===== src/rtl/uart_tx_fifo.sv =====
// UART transmitter with a small input FIFO and a configurable frame format
// (DATA_BITS data bits LSB first, optional odd/even parity, 1 or 2 stop bits).
// Queued words go out back-to-back with no idle gap between frames.
module uart_tx_fifo #(
  parameter int CLK_PER_BIT = 100,
  parameter int DATA_BITS   = 8,
  parameter int PARITY      = 0,
  parameter int STOP_BITS   = 1,
  parameter int FIFO_DEPTH  = 4
) (
  input  logic                          CLK,
  input  logic                          RST,
  input  logic [DATA_BITS-1:0]          TXDATA,
  input  logic                          TXVALID,
  output logic                          TXREADY,
  output logic                          UARTTX,
  output logic                          BUSY,
  output logic [$clog2(FIFO_DEPTH):0]   FIFO_COUNT
);
  localparam int AW = $clog2(FIFO_DEPTH);
  localparam int TW = $clog2(CLK_PER_BIT);

  localparam logic [2:0] S_IDLE  = 3'd0;
  localparam logic [2:0] S_START = 3'd1;
  localparam logic [2:0] S_DATA  = 3'd2;
  localparam logic [2:0] S_PAR   = 3'd3;
  localparam logic [2:0] S_STOP  = 3'd4;

  logic [DATA_BITS-1:0] r_mem [FIFO_DEPTH];
  logic [AW-1:0]        r_wr_ptr, r_rd_ptr;
  logic [AW:0]          r_count;
  logic [2:0]           r_state;
  logic [TW-1:0]        r_timer;
  logic [3:0]           r_bit_idx;
  logic                 r_stop_idx;
  logic [DATA_BITS-1:0] r_shreg;
  logic                 r_par;

  logic                 w_push, w_pop, w_bit_end, w_last_stop, w_par;
  logic [DATA_BITS-1:0] w_rd_data;

  assign TXREADY     = !RST && (r_count < (AW+1)'(FIFO_DEPTH));
  assign FIFO_COUNT  = r_count;
  assign w_push      = TXVALID && TXREADY;
  assign w_bit_end   = (r_timer == TW'(CLK_PER_BIT-1));
  assign w_last_stop = (r_state == S_STOP) && w_bit_end && (r_stop_idx == 1'(STOP_BITS-1));
  // A new word leaves the FIFO when the line is idle, or exactly when the
  // final stop bit ends so the next start bit follows without a gap.
  assign w_pop       = (r_count != '0) && ((r_state == S_IDLE) || w_last_stop);
  assign w_rd_data   = r_mem[r_rd_ptr];
  // Parity bit value is fixed at pop time so the shifter can be consumed freely.
  assign w_par       = (PARITY == 1) ? ~(^w_rd_data) : ^w_rd_data;

  // FIFO storage; contents need no reset since count/pointers gate reads.
  always_ff @(posedge CLK) begin
    if (w_push) r_mem[r_wr_ptr] <= TXDATA;
  end

  // FIFO pointers and occupancy.
  always_ff @(posedge CLK) begin
    if (RST) begin
      r_wr_ptr <= '0;
      r_rd_ptr <= '0;
      r_count  <= '0;
    end else begin
      if (w_push) r_wr_ptr <= r_wr_ptr + 1'b1;
      if (w_pop)  r_rd_ptr <= r_rd_ptr + 1'b1;
      case ({w_push, w_pop})
        2'b10:   r_count <= r_count + 1'b1;
        2'b01:   r_count <= r_count - 1'b1;
        default: r_count <= r_count;
      endcase
    end
  end

  // Frame FSM: every bit lasts CLK_PER_BIT cycles; the next bit is driven on
  // the terminal-count edge of the current one.
  always_ff @(posedge CLK) begin
    if (RST) begin
      r_state    <= S_IDLE;
      r_timer    <= '0;
      r_bit_idx  <= '0;
      r_stop_idx <= 1'b0;
      r_shreg    <= '0;
      r_par      <= 1'b0;
      UARTTX     <= 1'b1;
      BUSY       <= 1'b0;
    end else if (r_state == S_IDLE) begin
      UARTTX <= 1'b1;
      if (w_pop) begin
        r_shreg <= w_rd_data;
        r_par   <= w_par;
        r_timer <= '0;
        UARTTX  <= 1'b0;
        BUSY    <= 1'b1;
        r_state <= S_START;
      end
    end else if (!w_bit_end) begin
      r_timer <= r_timer + 1'b1;
    end else begin
      r_timer <= '0;
      case (r_state)
        S_START: begin
          UARTTX    <= r_shreg[0];
          r_shreg   <= r_shreg >> 1;
          r_bit_idx <= '0;
          r_state   <= S_DATA;
        end
        S_DATA: begin
          if (r_bit_idx == 4'(DATA_BITS-1)) begin
            if (PARITY != 0) begin
              UARTTX  <= r_par;
              r_state <= S_PAR;
            end else begin
              UARTTX     <= 1'b1;
              r_stop_idx <= 1'b0;
              r_state    <= S_STOP;
            end
          end else begin
            UARTTX    <= r_shreg[0];
            r_shreg   <= r_shreg >> 1;
            r_bit_idx <= r_bit_idx + 1'b1;
          end
        end
        S_PAR: begin
          UARTTX     <= 1'b1;
          r_stop_idx <= 1'b0;
          r_state    <= S_STOP;
        end
        S_STOP: begin
          if (!w_last_stop) begin
            r_stop_idx <= 1'b1;
          end else if (w_pop) begin
            r_shreg <= w_rd_data;
            r_par   <= w_par;
            UARTTX  <= 1'b0;
            r_state <= S_START;
          end else begin
            UARTTX  <= 1'b1;
            BUSY    <= 1'b0;
            r_state <= S_IDLE;
          end
        end
        default: begin
          UARTTX  <= 1'b1;
          BUSY    <= 1'b0;
          r_state <= S_IDLE;
        end
      endcase
    end
  end
endmodule


===== config.mk =====
export PLATFORM = sky130hd
export DESIGN_NAME = uart_tx_fifo
export DESIGN_NICKNAME = d
export VERILOG_FILES = /design/src/rtl/uart_tx_fifo.sv
export SDC_FILE = /design/constraint.sdc
export NUM_CORES = 1
export LEC_CHECK = 0
export ABC_AREA = 1
export BUFFER_PORTS_ARGS = -buffer_cell sky130_fd_sc_hd__buf_4
export CAP_MARGIN = 20
export CORE_UTILIZATION = 54
export CTS_CLUSTER_DIAMETER = 120
export DETAILED_ROUTE_END_ITERATION = 16
export GPL_TIMING_DRIVEN = 0
export PLACE_DENSITY = 0.75
export SLEW_MARGIN = 20
export SYNTH_ARGS = -nofsm -noshare
export SYNTH_HDL_FRONTEND = slang
export SYNTH_SLANG_ARGS = --single-unit

===== constraint.sdc =====
create_clock -name CLK -period 2.03 [get_ports CLK]
set_input_delay 0.3045 -clock CLK [delete_from_list [all_inputs] [get_ports CLK]]
set_output_delay 0.3045 -clock CLK [all_outputs]
set_load 0.05 [all_outputs]

### Yosys cells after proc, flatten, opt, wreduce, memory -nomap -nowiden

Memory sizes are Yosys's and may differ from the RTL's. A register that Yosys moved wholly into a read port is not among the register bits.
Cells that the tools add are included.

| storage, ports and cells | value |
|---|---|
| register bits | 32 |
| latch bits | 0 |
| bits in writable memories | 32 |
| ROM bits | 0 |
| input port bits | 11 |
| output and inout port bits | 6 |
| word-level logic and storage cells | 96 |
| memories | 1 |

| cells by class | value |
|---|---|
| add/sub/neg operators | 6 |
| multiply operators | 0 |
| div/mod/pow operators | 0 |
| magnitude comparators | 1 |
| equal/unequal tests | 17 |
| shifts and indexed selects | 0 |
| muxes and demuxes | 38 |
| bitwise logic cells | 2 |
| reductions and logical operators | 21 |

Memory list:

| memory | depth | width | read ports | clocked after Yosys merged registers in | write ports | line | RTL |
|---|---|---|---|---|---|---|---|
| r_mem | 4 | 8 | 1 | 1 | 1 | 29 | `logic [DATA_BITS-1:0] r_mem [FIFO_DEPTH];` |

Operators by type and width:

| cell | number |
|---|---|
| $mux W8 | 5 |
| $pmux W8 S3 | 1 |
| $mux W7 | 3 |
| $mux W1 | 15 |
| $mux W3 | 5 |
| $pmux W3 S4 | 1 |
| $reduce_and A4 Y1 | 3 |
| $reduce_and A5 Y1 | 2 |
| $ne A2 B2 Y1 const B | 4 |
| $pmux W4 S2 | 1 |
| $add A7 B1 Y7 const B | 1 |
| $eq A7 B7 Y1 const B | 1 |
| $eq A3 B2 Y1 const B | 2 |
| $ne A3 B2 Y1 const B | 2 |
| $ne A3 B3 Y1 const B | 2 |
| $pmux W1 S3 | 2 |
| $pmux W3 S2 | 1 |
| $reduce_bool A2 Y1 | 3 |
| $reduce_bool A3 Y1 | 2 |
| $logic_and A1 B1 Y1 | 5 |
| $add A2 B1 Y2 const B | 2 |
| $add A4 B1 Y4 const B | 1 |
| $eq A4 B3 Y1 const B | 1 |
| $mux W2 | 2 |
| other kinds (17) | 18 |

### Logic depth before layout (Yosys ltp)

Gate-level depths: netlist of run 1.

| logic depth | value |
|---|---|
| word-level depth | 10 |
| depth in mapped cells | 14 |
| gate-level depth less buffers | 14 |

### Worst setup path after synthesis of run 1

Ideal clock, no wire load.

| timing | value |
|---|---|
| path type | flip-flop to flip-flop |
| from | register r_count[2], in the netlist FIFO_COUNT[2] |
| to | register r_count[1], in the netlist FIFO_COUNT[1] |
| data arrival time | 2.567 ns |
| required time | 1.965 ns |
| slack | -0.602 ns |
| stages on the path, launching flop included | 9 |
| period minus slack after synthesis | 2.632 ns |
| cell sequence | dfxtp_1 -> nor2_1 -> nand2_1 -> ha_1 -> inv_1 -> fa_1 -> nor2_1 -> a21oi_1 -> nor2_1 |

| on the way | value |
|---|---|
| cells in the longest elaborated chain, start to end | 5 |
| elaborated cells on any way between the ends | 9 |

RTL lines:

| element | line | RTL |
|---|---|---|
| start: declaration | 31 | `logic [AW:0] r_count;` |
| start signal: assignment | 69 | `2'b10: r_count <= r_count + 1'b1;` |
| start signal: assignment | 70 | `2'b01: r_count <= r_count - 1'b1;` |
| start signal: assignment | 71 | `default: r_count <= r_count;` |
| $lt A3 B3 Y1 * | 42 | `assign TXREADY = !RST && (r_count < (AW+1)'(FIFO_DEPTH));` |
| $logic_and A1 B1 Y1 * | 42 |  |
| via TXREADY | 15 | `output logic TXREADY,` |
| $logic_and A1 B1 Y1 * | 44 | `assign w_push = TXVALID && TXREADY;` |
| $eq A2 B1 Y1 / $eq A2 B2 Y1 (equally long branches) | 68 | `case ({w_push, w_pop})` |
| $pmux W3 S2 / $reduce_bool A2 Y1 (equally long branches) | -- |  |

The timed path passes the listed nets; every way through them passes the cells marked *.
A chain may end at the register's enable or synchronous reset.

### Worst setup path in the final report of run 1

| timing | value |
|---|---|
| from | register r_timer[0] |
| to | register r_count[2], in the netlist FIFO_COUNT[2] |

| on the way | value |
|---|---|
| cells in the longest elaborated chain, start to end | 7 |
| elaborated cells on any way between the ends | 9 |

RTL lines:

| element | line | RTL |
|---|---|---|
| start: declaration | 33 | `logic [TW-1:0] r_timer;` |
| start signal: assignment | 99 | `r_timer <= r_timer + 1'b1;` |
| $eq A7 B7 Y1 * | 45 | `assign w_bit_end = (r_timer == TW'(CLK_PER_BIT-1));` |
| $logic_and A1 B1 Y1 * (2 in series) | 46 | `assign w_last_stop = (r_state == S_STOP) && w_bit_end && (r_stop_idx == 1'(STOP_BITS-1));` |
| $logic_or A1 B1 Y1 * | 49 | `assign w_pop = (r_count != '0) && ((r_state == S_IDLE) \|\| w_last_stop);` |
| $logic_and A1 B1 Y1 * | 49 |  |
| $eq A2 B1 Y1 / $eq A2 B2 Y1 (equally long branches) | 68 |  |
| $pmux W3 S2 / $reduce_bool A2 Y1 (equally long branches) | -- |  |

Mark *: on every way between the ends. The rest lies on a longest branch, timed or not.

==> run_results.csv, run 1 <==
group,metric,value,unit
placement,hpwl,4120,µm
timing,finalSetupViolations,1,
worst_setup_path,crit_slowest_cell,"dfxtp_4",
detailed_routing,vias_per_cell,5.14,
logic_synthesis,yosys_warnings,0,
timing,final-hold-violation-count,0,
logic_synthesis,synth_edf_count,32,
cts,clockBufferDepth,2,
placement,gp_congestion,0.906,
logic_synthesis,ys_types,30,
detailed_routing,dr_total_vias,2357,
global_routing,grt_first_pass_wirelength,10400,µm
layout,area_growth,19.4,%
flow_run,drv_cap,0,
layout,final_cell_count_no_fill,459,
detailed_routing,drt-initial-drc-count,114,
floorplan,fp.coreArea,0.00524,mm²
power_and_ir_drop,p_leak,1.48,nW
power_and_ir_drop,powerDensity,1290,mW/mm²
logic_synthesis,synth_seq_cells,66,
worst_hold_path,whs_path_depth,1,
logic_synthesis,synthesis.nets,363,
detailed_routing,dr_wl_met3,275,µm
cts,cts_sinks,66,
timing,maxSlewViolCount,0,
worst_setup_path,reg2reg_to,"FIFO_COUNT[2]",
timing,finalWorstSetupSlack,-44.6,ps
worst_setup_path,crit_type,"reg2reg",
worst_setup_path,startpoint_type,"flip-flop",
power_and_ir_drop,irDropWorstVdd,882,µV
floorplan,dieArea,0.00588,mm²
cts,cts_made_buffers,9,
detailed_routing,ant_nets,0,
placement,dp.cells,430,
cts,postCtsHoldBufs,0,
timing,slew_headroom,0.502,
layout,layout.nets,403,
global_routing,antenna_found_initial,0,
layout,fin_util,0.686,
timing,worst_slew_pin_slew,745,ps
worst_setup_path,crit_chain,"ha_4 > inv_4 > nor2_4 > nand3_4 > nand2_4 > nand3_4 > inv_4 > ha_4 > inv_4 > fa_2 > a21oi_2 > o21ai_2 > xor2_1 > nor2_1",
floorplan,die_h,76.7,µm
worst_setup_path,worst-r2r-setup-slack,-40,ps
floorplan,start_util,0.575,
layout,layout-drive-gt1-share,0.219,
status,failed_checks,"negative setup slack",
detailed_routing,wire_per_inst,13.6,µm
timing,post-route-min-period,2070,ps
global_routing,overflow,0,
logic_synthesis,ys_seq_area_frac,0.545,
logic_synthesis,syn_area,0.00301,mm²
global_routing,grt_usage,0.231,
worst_hold_path,hold_start,"TXDATA[5]",
worst_hold_path,hold_end,"r_mem[3][5]",
worst_setup_path,critPathMaxFanout,2,
floorplan,io_pins,17,
worst_setup_path,path_common_cell,"inv_4",
status,outcome,"complete, but fails checks",
detailed_routing,first_pass_iters,4,
layout,antennaDiodeCount,0,
cts,clock_latency,350,ps
detailed_routing,wl,6250,µm
global_routing,grt_pass1_vias,2231,
logic_synthesis,syn_inst,344,
detailed_routing,wl_met2,3060,µm
detailed_routing,wl_met1,2780,µm
global_routing,grt_max_degree,14,
worst_setup_path,endpoint_kind,"flip-flop",
floorplan,die_x,76.7,µm
cts,cts_max_level,3,
worst_hold_path,hp-class,"in2reg",
logic_synthesis,async_flop_share,0,
logic_synthesis,synth_area_per_cell,8.75,µm²
worst_setup_path,cp_data_arrival_time,2300,ps
cts,clkTransAtPathRegs,80,ps
timing,rsz0062_at_grt,"yes",
worst_setup_path,r2r-start,"r_timer[0]",
logic_synthesis,dominantRegCellSynth,"dfxtp_1",
detailed_routing,drcViolationCount,0,
timing,fin_skew,7.41,ps
worst_setup_path,worst_r2r_path_depth,14,
floorplan,placementRows,26,
cts,cts_tree,"yes",
detailed_routing,top_layer,"met4",
timing,fmax,0.482,GHz
timing,period_share,1.02,
worst_setup_path,required,2260,ps
cts,cts_root_buffer,"clkbuf_8",
worst_setup_path,critical_path.max_stage_delay,360,ps
placement,numPortBuffers,16,
-- worst max path at each step --
stage	start	to	slack [ps]	cells past startpoint
after detailed placement	r_timer[0]	FIFO_COUNT[2]	-280	14
final	r_timer[0]	FIFO_COUNT[2]	-40	14
after floorplan	r_timer[1]	FIFO_COUNT[2]	-8	14
after CTS	r_timer[0]	FIFO_COUNT[2]	3	14
after global routing	r_timer[0]	FIFO_COUNT[2]	-150	14
after global placement	r_timer[0]	FIFO_COUNT[2]	-210	14
-- cell usage after synthesis, types with 2 or more instances --
cell type	n	area, µm²
o21bai_1	4	30.0
buf_2	2	10.0
o21ai_0	27	135
o22ai_1	3	18.8
nor2_1	55	206
nor2_4	2	22.5
and3_1	2	12.5
a21oi_1	20	100
nand2_1	62	233
xor2_1	2	17.5
nand3_1	19	95.1
edfxtp_1	32	961
ha_1	7	87.6
inv_4	2	12.5
clkbuf_1	5	18.8
inv_1	40	150
dfxtp_1	34	681
o21a_1	3	22.5
nand2_2	3	18.8
nor3_1	6	30.0
nor2_2	2	12.5
nand2_4	4	45.0
-- registers in the layout, summed over array words and instances (netlist names), named ones only --
signal	count
BUSY	1
FIFO_COUNT	3
UARTTX	1
r_bit_idx	4
r_mem	32
r_rd_ptr	2
r_shreg	8
r_state	3
r_stop_idx	1
r_timer	7
r_wr_ptr	2
-- area by class of cell --
type | count | area, µm²
multi-input cells | 227 | 1250
clock inverters | 7 | 53.8
plain buffers | 8 | 40.0
fillers | 403 | 1640
clock buffers | 9 | 124
inverters | 43 | 174
repair buffers | 29 | 218
well taps | 70 | 87.6
flip-flops and latches | 66 | 1650
-- kinds of logic (layout without fill, tap and decap cells) --
group / after synthesis / after routing / share of synthesized area
flops: 66 / 66 / 0.545
compound gates: 59 / 59 / 0.110
xor+xnor: 2 / 2 / 0.00582
buf+inv: 51 / 96 / 0.0686
simple gates: 158 / 158 / 0.235
fa+ha+maj: 8 / 8 / 0.0357
-- worst max-delay path, delay by kind of cell, from the launching register on --
kind            cells  cell delay, ps
compound gates      2             250
buf+inv             3             160
xor+xnor            1             140
simple gates        5             400
fa+ha+maj           3             630
flops               1             360
-- power breakdown --
| part | internal (W) | switching, W | leakage, nW |
|---|---|---|---|
| Sequential | 0.00157 | 0.000109 | 0.570 |
| Clock | 0.000450 | 0.000554 | 0.0822 |
| Combinational | 0.000715 | 0.00125 | 0.830 |
-- metrics by stage --
stage | worst slack [ps] | hold WS, ps | setup TNS [ps] | cell area (µm²) | power (W)
6_report | -44.6 | 149 | -44.6 | 3590 | 0.00465
2_1_floorplan | -8.47 | 403 | -8.47 | 3060 | 0.00304
5_1_grt | -153 | 144 | -308 | 3590 | 0.00495
4_1_cts | 3.12 | 144 | 0 | 3550 | 0.00457
3_3_place_gp | -209 | 435 | -388 | 3270 | 0.00341
3_5_place_dp | -279 | 451 | -524 | 3270 | 0.00344
-- cell usage in the layout, fill, tap and decap left out, types with 2 or more instances in the layout --
cell,count
nor3_1,6
dfxtp_1,29
clkbuf_8,9
nor2_1,51
ha_4,2
a21oi_2,2
inv_4,5
o22ai_1,3
nor2_4,5
inv_6,2
dfxtp_2,4
ha_1,5
nor2_2,3
nand2_1,61
xor2_1,2
o21a_1,3
nand2_2,3
buf_4,29
inv_1,36
buf_2,2
a21oi_1,18
edfxtp_1,32
nand3_4,2
and3_1,2
clkinvlp_4,3
inv_2,2
clkbuf_1,5
nand3_1,18
o21bai_1,4
nand2_4,5
o21ai_0,25
-- metal layers --
| metal | global-route usage | vias up |
|---|---|---|
| met5 | 0 | - |
| met4 | 0.121 | 0 |
| li1 | - | 1208 |
| met1 | 0.290 | 1083 |
| met2 | 0.368 | 53 |
| met3 | 0.0583 | 13 |
-- repair_timing --
action	in CTS	in global routing
cloned	0	0
setup buffers	12	1
pin swaps	9	4
gates resized for setup	3	11
setup endpoints to repair	2	16
Power figures use the tool's default switching activity.
==> run 2: changes to the inputs <==
--- a/config.mk
+++ b/config.mk
@@ -8,6 +8,7 @@
 export ABC_AREA = 1
 export BUFFER_PORTS_ARGS = -buffer_cell sky130_fd_sc_hd__buf_4
 export CAP_MARGIN = 20
+export CORE_MARGIN = 5
 export CORE_UTILIZATION = 54
 export CTS_CLUSTER_DIAMETER = 120
 export DETAILED_ROUTE_END_ITERATION = 16
==> run_results.csv, run 2 (synthesized netlist as in run 1, its figures left out) <==
group,metric,value,unit
worst_setup_path,crit_chain,"ha_4 > inv_2 > nor2_2 > nand3_2 > nand2_4 > nand3_4 > inv_4 > ha_4 > inv_4 > fa_2 > a21oi_2 > o21ai_1 > xor2_1 > nor2_1",
flow_run,drv_cap,0,
worst_hold_path,hp-class,"in2reg",
timing,worst_slew_pin_slew,779,ps
layout,layout.nets,399,
layout,final_cell_count_no_fill,457,
global_routing,grt_first_pass_wirelength,9960,µm
worst_setup_path,crit_path_start,"r_timer[0]",
worst_setup_path,endpoint_kind,"flip-flop",
worst_setup_path,critical_path.max_stage_delay,370,ps
power_and_ir_drop,p_leak,1.48,nW
detailed_routing,top_layer,"met4",
worst_setup_path,worst-r2r-setup-slack,40,ps
floorplan,start_util,0.550,
layout,final_common_cell,"nand2_1",
floorplan,dieArea,0.00717,mm²
cts,cts_max_level,3,
timing,rsz0062_at_grt,"yes",
global_routing,overflow,0,
status,outcome,"completed",
global_routing,grt_max_degree,12,
placement,placed_cell_area,0.00327,mm²
timing,slew_headroom,0.479,
detailed_routing,drt-initial-drc-count,153,
floorplan,die_x,84.7,µm
placement,gp_congestion,0.872,
worst_hold_path,hold_start,"TXDATA[5]",
layout,layout-drive-gt1-share,0.195,
timing,post-route-min-period,1990,ps
power_and_ir_drop,powerDensity,1330,mW/mm²
detailed_routing,dr_total_vias,2277,
global_routing,antenna_found_initial,0,
detailed_routing,wl,5760,µm
worst_setup_path,critPathMaxFanout,3,
timing,period_share,0.981,
worst_setup_path,startpoint_type,"flip-flop",
placement,hpwl,4010,µm
detailed_routing,ant_nets,0,
timing,maxSlewViolCount,0,
detailed_routing,drcViolationCount,0,
global_routing,grt_usage,0.174,
floorplan,fp.coreArea,0.00547,mm²
detailed_routing,vias_per_cell,4.98,
timing,fmax,0.502,GHz
layout,largest-register,"r_mem",
detailed_routing,wire_per_inst,12.6,µm
worst_setup_path,crit_type,"reg2reg",
layout,area_growth,18.4,%
layout,fin_util,0.651,
floorplan,die_h,84.7,µm
detailed_routing,wl_met2,2850,µm
layout,mostFrequentLayoutCells,"62 x nand2_1, 52 x nor2_1, 37 x inv_1",
placement,dp.cells,432,
worst_setup_path,reg2reg_to,"FIFO_COUNT[2]",
timing,final-hold-violation-count,0,
layout,fillCellCount,456,
worst_setup_path,crit_slowest_cell,"dfxtp_4",
floorplan,io_pins,17,
worst_setup_path,r2r-start,"r_timer[0]",
worst_setup_path,cp_data_arrival_time,2210,ps
placement,numPortBuffers,16,
detailed_routing,first_pass_iters,4,
worst_setup_path,required,2240,ps
layout,reg_top3,"r_mem: 32 flops, r_shreg: 8 flops, r_timer: 7 flops",
cts,clkTransAtPathRegs,70,ps
timing,fin_skew,6.04,ps
power_and_ir_drop,irDropWorstVdd,696,µV
floorplan,placementRows,27,
global_routing,grt_pass1_vias,2225,
worst_hold_path,hold_end,"r_mem[0][5]",
layout,largest_register_ffs,32,
worst_hold_path,whs_path_depth,1,
cts,clock_latency,340,ps
worst_setup_path,worst_r2r_path_depth,14,
cts,cts_root_buffer,"clkbuf_8",
timing,finalSetupViolations,0,
cts,clockBufferDepth,2,
layout,stdcell_area,0.00356,mm²
cts,cts_sinks,66,
layout,antennaDiodeCount,0,
detailed_routing,wl_met1,2660,µm
cts,cts_made_buffers,9,
detailed_routing,dr_wl_met3,150,µm
cts,cts_tree,"yes",
[run 2: cell count changes in the layout (fill, tap and decap cells not counted), sizes merged]
cell      previous run  this run
buf                 32        28
inv                 45        43
bufinv               0         2
clkinv               2         3
clkinvlp             3         1
clkbuf              14        15
[run 2: worst max path at each step]
stage / to / slack, ps / cells past startpoint
CTS: FIFO_COUNT[2] / -1 / 14
global placement: FIFO_COUNT[2] / -180 / 14
global route: FIFO_COUNT[2] / -120 / 14
detailed placement: FIFO_COUNT[2] / -240 / 14
floorplan: FIFO_COUNT[2] / -8 / 14
finish: FIFO_COUNT[2] / 40 / 14
[run 2: routing by layer]
metal,vias up,global-route usage
met1,1040,0.217
met5,-,0
met2,31,0.290
li1,1195,-
met3,11,0.0363
met4,0,0.0777
[run 2: critical path, delay by kind of cell (launching register included)]
kind	cells	cell delay, ps
fa+ha+maj	3	610
simple gates	5	410
flops	1	370
compound gates	2	200
buf+inv	3	140
xor+xnor	1	140
[run 2: repair_timing]
action	4_1_cts	5_1_grt
pin swaps	7	1
resized for setup	2	2
endpoints found under the hold margin	0	0
endpoints found under the setup margin	2	2
setup buffers	6	3
hold buffers	0	0
[run 2: area by class of cell]
class	instances	area, µm²	area share
clock buffers	10	128	0.0358
repair buffers	25	188	0.0527
inverters	43	171	0.0481
well taps	72	90.1	0.0253
multi-input cells	227	1210	0.341
clock inverters	6	81.3	0.0228
plain buffers	8	40.0	0.0112
flip-flops and latches	66	1650	0.463
[run 2: where the power goes]
group / internal [W] / switching (W)
registers: 0.00157 / 0.000102
logic: 0.000700 / 0.00120
clock network: 0.000683 / 0.000493
total: 0.00295 / 0.00180
[run 2: stage by stage]
step / TNS (ps) / hold WS [ps] / power, W / setup WS, ps
floorplan: -8.47 / 403 / 0.00304 / -8.47
global placement: -346 / 433 / 0.00340 / -184
detailed placement: -431 / 437 / 0.00343 / -237
CTS: -1.00 / 149 / 0.00469 / -1.00
global route: -147 / 144 / 0.00507 / -121
finish: 0 / 162 / 0.00475 / 37.9
==> run 3: changes to the inputs <==
--- a/config.mk
+++ b/config.mk
@@ -7,7 +7,7 @@
 export LEC_CHECK = 0
 export ABC_AREA = 1
 export BUFFER_PORTS_ARGS = -buffer_cell sky130_fd_sc_hd__buf_4
-export CAP_MARGIN = 20
+export CORE_ASPECT_RATIO = 1.25
 export CORE_MARGIN = 5
 export CORE_UTILIZATION = 54
 export CTS_CLUSTER_DIAMETER = 120
==> run_results.csv, run 3 (synthesized netlist as in run 1, its figures left out) <==
group,metric,value,unit
status,outcome,"completed",
global_routing,overflow,0,
worst_setup_path,crit_chain,"ha_4 > inv_2 > nor2_2 > nand3_2 > nand2_4 > nand3_4 > inv_4 > ha_4 > inv_4 > fa_2 > a21oi_2 > o21ai_1 > xor2_1 > nor2_1",
cts,cts_root_buffer,"clkbuf_8",
detailed_routing,drcViolationCount,0,
global_routing,grt_usage,0.177,
timing,holdWs,160,ps
global_routing,grt_max_degree,12,
worst_setup_path,crit_slowest_cell,"dfxtp_4",
detailed_routing,wire_per_inst,12.8,µm
detailed_routing,drt-initial-drc-count,124,
worst_setup_path,endpoint_kind,"flip-flop",
worst_setup_path,cp_data_arrival_time,2210,ps
power_and_ir_drop,p_leak,1.48,nW
layout,antennaDiodeCount,0,
power_and_ir_drop,power,0.00462,W
cts,cts_max_level,3,
power_and_ir_drop,powerDensity,1300,mW/mm²
timing,fmax,0.500,GHz
timing,fin_skew,5.24,ps
timing,worst_slew_pin_slew,792,ps
detailed_routing,first_pass_iters,4,
cts,clockBufferDepth,2,
timing,rsz0062_at_grt,"yes",
placement,numPortBuffers,16,
worst_hold_path,hp-class,"in2reg",
layout,mostFrequentLayoutCells,"62 x nand2_1, 53 x nor2_1, 37 x inv_1",
power_and_ir_drop,irDropWorstVdd,631,µV
timing,period_share,0.985,
layout,reg_top3,"r_mem: 32 flops, r_shreg: 8 flops, r_timer: 7 flops",
floorplan,fp.coreArea,0.00544,mm²
floorplan,io_pins,17,
cts,cts_made_buffers,9,
worst_setup_path,required,2240,ps
layout,final_common_cell,"nand2_1",
worst_setup_path,critPathMaxFanout,2,
layout,fillCellCount,461,
layout,layout.nets,402,
worst_setup_path,crit_type,"reg2reg",
cts,clock_latency,340,ps
detailed_routing,wl,5810,µm
cts,cts_sinks,66,
global_routing,grt_pass1_vias,2285,
worst_setup_path,startpoint_type,"flip-flop",
layout,area_growth,17.8,%
placement,gp_congestion,0.817,
placement,placed_cell_area,0.00326,mm²
layout,layout-drive-gt1-share,0.198,
timing,finalSetupViolations,0,
timing,maxSlewViolCount,0,
detailed_routing,dr_total_vias,2316,
timing,finalSetupTns,0,ps
timing,slew_headroom,0.470,
timing,final-hold-violation-count,0,
layout,largest-register,"r_mem",
global_routing,antenna_found_initial,0,
layout,largest_register_ffs,32,
cts,postCtsHoldBufs,0,
worst_setup_path,critical_path.max_stage_delay,360,ps
detailed_routing,vias_per_cell,5.12,
floorplan,placementRows,30,
global_routing,grt_first_pass_wirelength,9960,µm
cts,clkTransAtPathRegs,70,ps
layout,final_cell_count_no_fill,452,
floorplan,die_h,93.5,µm
cts,cts_tree,"yes",
floorplan,start_util,0.553,
placement,dp.cells,424,
placement,hpwl,4030,µm
floorplan,die_x,76.8,µm
timing,post-route-min-period,2000,ps
flow_run,drv_cap,0,
detailed_routing,ant_nets,0,
floorplan,dieArea,0.00718,mm²
layout,stdcell_area,0.00355,mm²
-- run 3: cell count changes in the layout (fill, tap and decap cells not counted) --
cell,previous run,this run
clkinv_2,2,3
a21oi_2,2,1
a21oi_1,18,19
clkinv_1,1,2
nor2_1,52,53
bufinv_16,2,1
nor2_2,4,3
dfxtp_2,4,5
clkbuf_1,6,5
dfxtp_1,29,28
buf_4,25,28
-- run 3: path summary, 6_finish.rpt --
kind | from | endpoint | slack (ps) | depth (start not counted)
min reg2reg | BUSY | BUSY | 450 | 2
min | TXDATA[2] | r_mem[0][2] | 160 | 1
max | r_timer[0] | FIFO_COUNT[2] | 30 | 14
max reg2reg | r_timer[0] | FIFO_COUNT[2] | 30 | 14
-- run 3: cell type report --
| type | count | area [µm²] | share of cell area |
|---|---|---|---|
| plain buffers | 8 | 40.0 | 0.0113 |
| clock buffers | 9 | 124 | 0.0349 |
| clock inverters | 7 | 60.1 | 0.0169 |
| inverters | 43 | 171 | 0.0483 |
| multi-input cells | 227 | 1210 | 0.341 |
| flip-flops and latches | 66 | 1650 | 0.466 |
| well taps | 64 | 80.1 | 0.0226 |
| repair buffers | 28 | 210 | 0.0593 |
-- run 3: metrics by stage --
stage,utilization,setup WS [ps]
finish,0.651,30.3
detailed placement,0.600,-218
global placement,0.600,-202
CTS,0.645,4.02
global route,0.651,-83.9
floorplan,-,-8.47
-- run 3: worst max-delay path, delay by kind of cell (launching register included) --
family / cells / cell delay [ps]
fa+ha+maj: 3 / 600
simple gates: 5 / 450
flops: 1 / 360
compound gates: 2 / 190
buf+inv: 3 / 140
xor+xnor: 1 / 130
-- run 3: report_power, final --
part	leakage, nW	switching, W	internal (W)
registers	0.571	0.000101	0.00157
clock network	0.0939	0.000488	0.000551
logic	0.815	0.00119	0.000710
total	1.48	0.00178	0.00283
-- run 3: metal layers --
layer	up-vias	track usage	wire length, µm
met4	0	0.0948	127
met2	22	0.308	3060
met3	12	0.0462	147
met1	1085	0.197	2480
met5	-	0	0
li1	1197	-	-
-- run 3: what timing repair did --
action | CTS | global route
endpoints found under the setup margin | 2 | 2
resized for setup | 1 | 2
cloned | 0 | 0
pin swaps | 8 | 5
setup buffers | 8 | 4
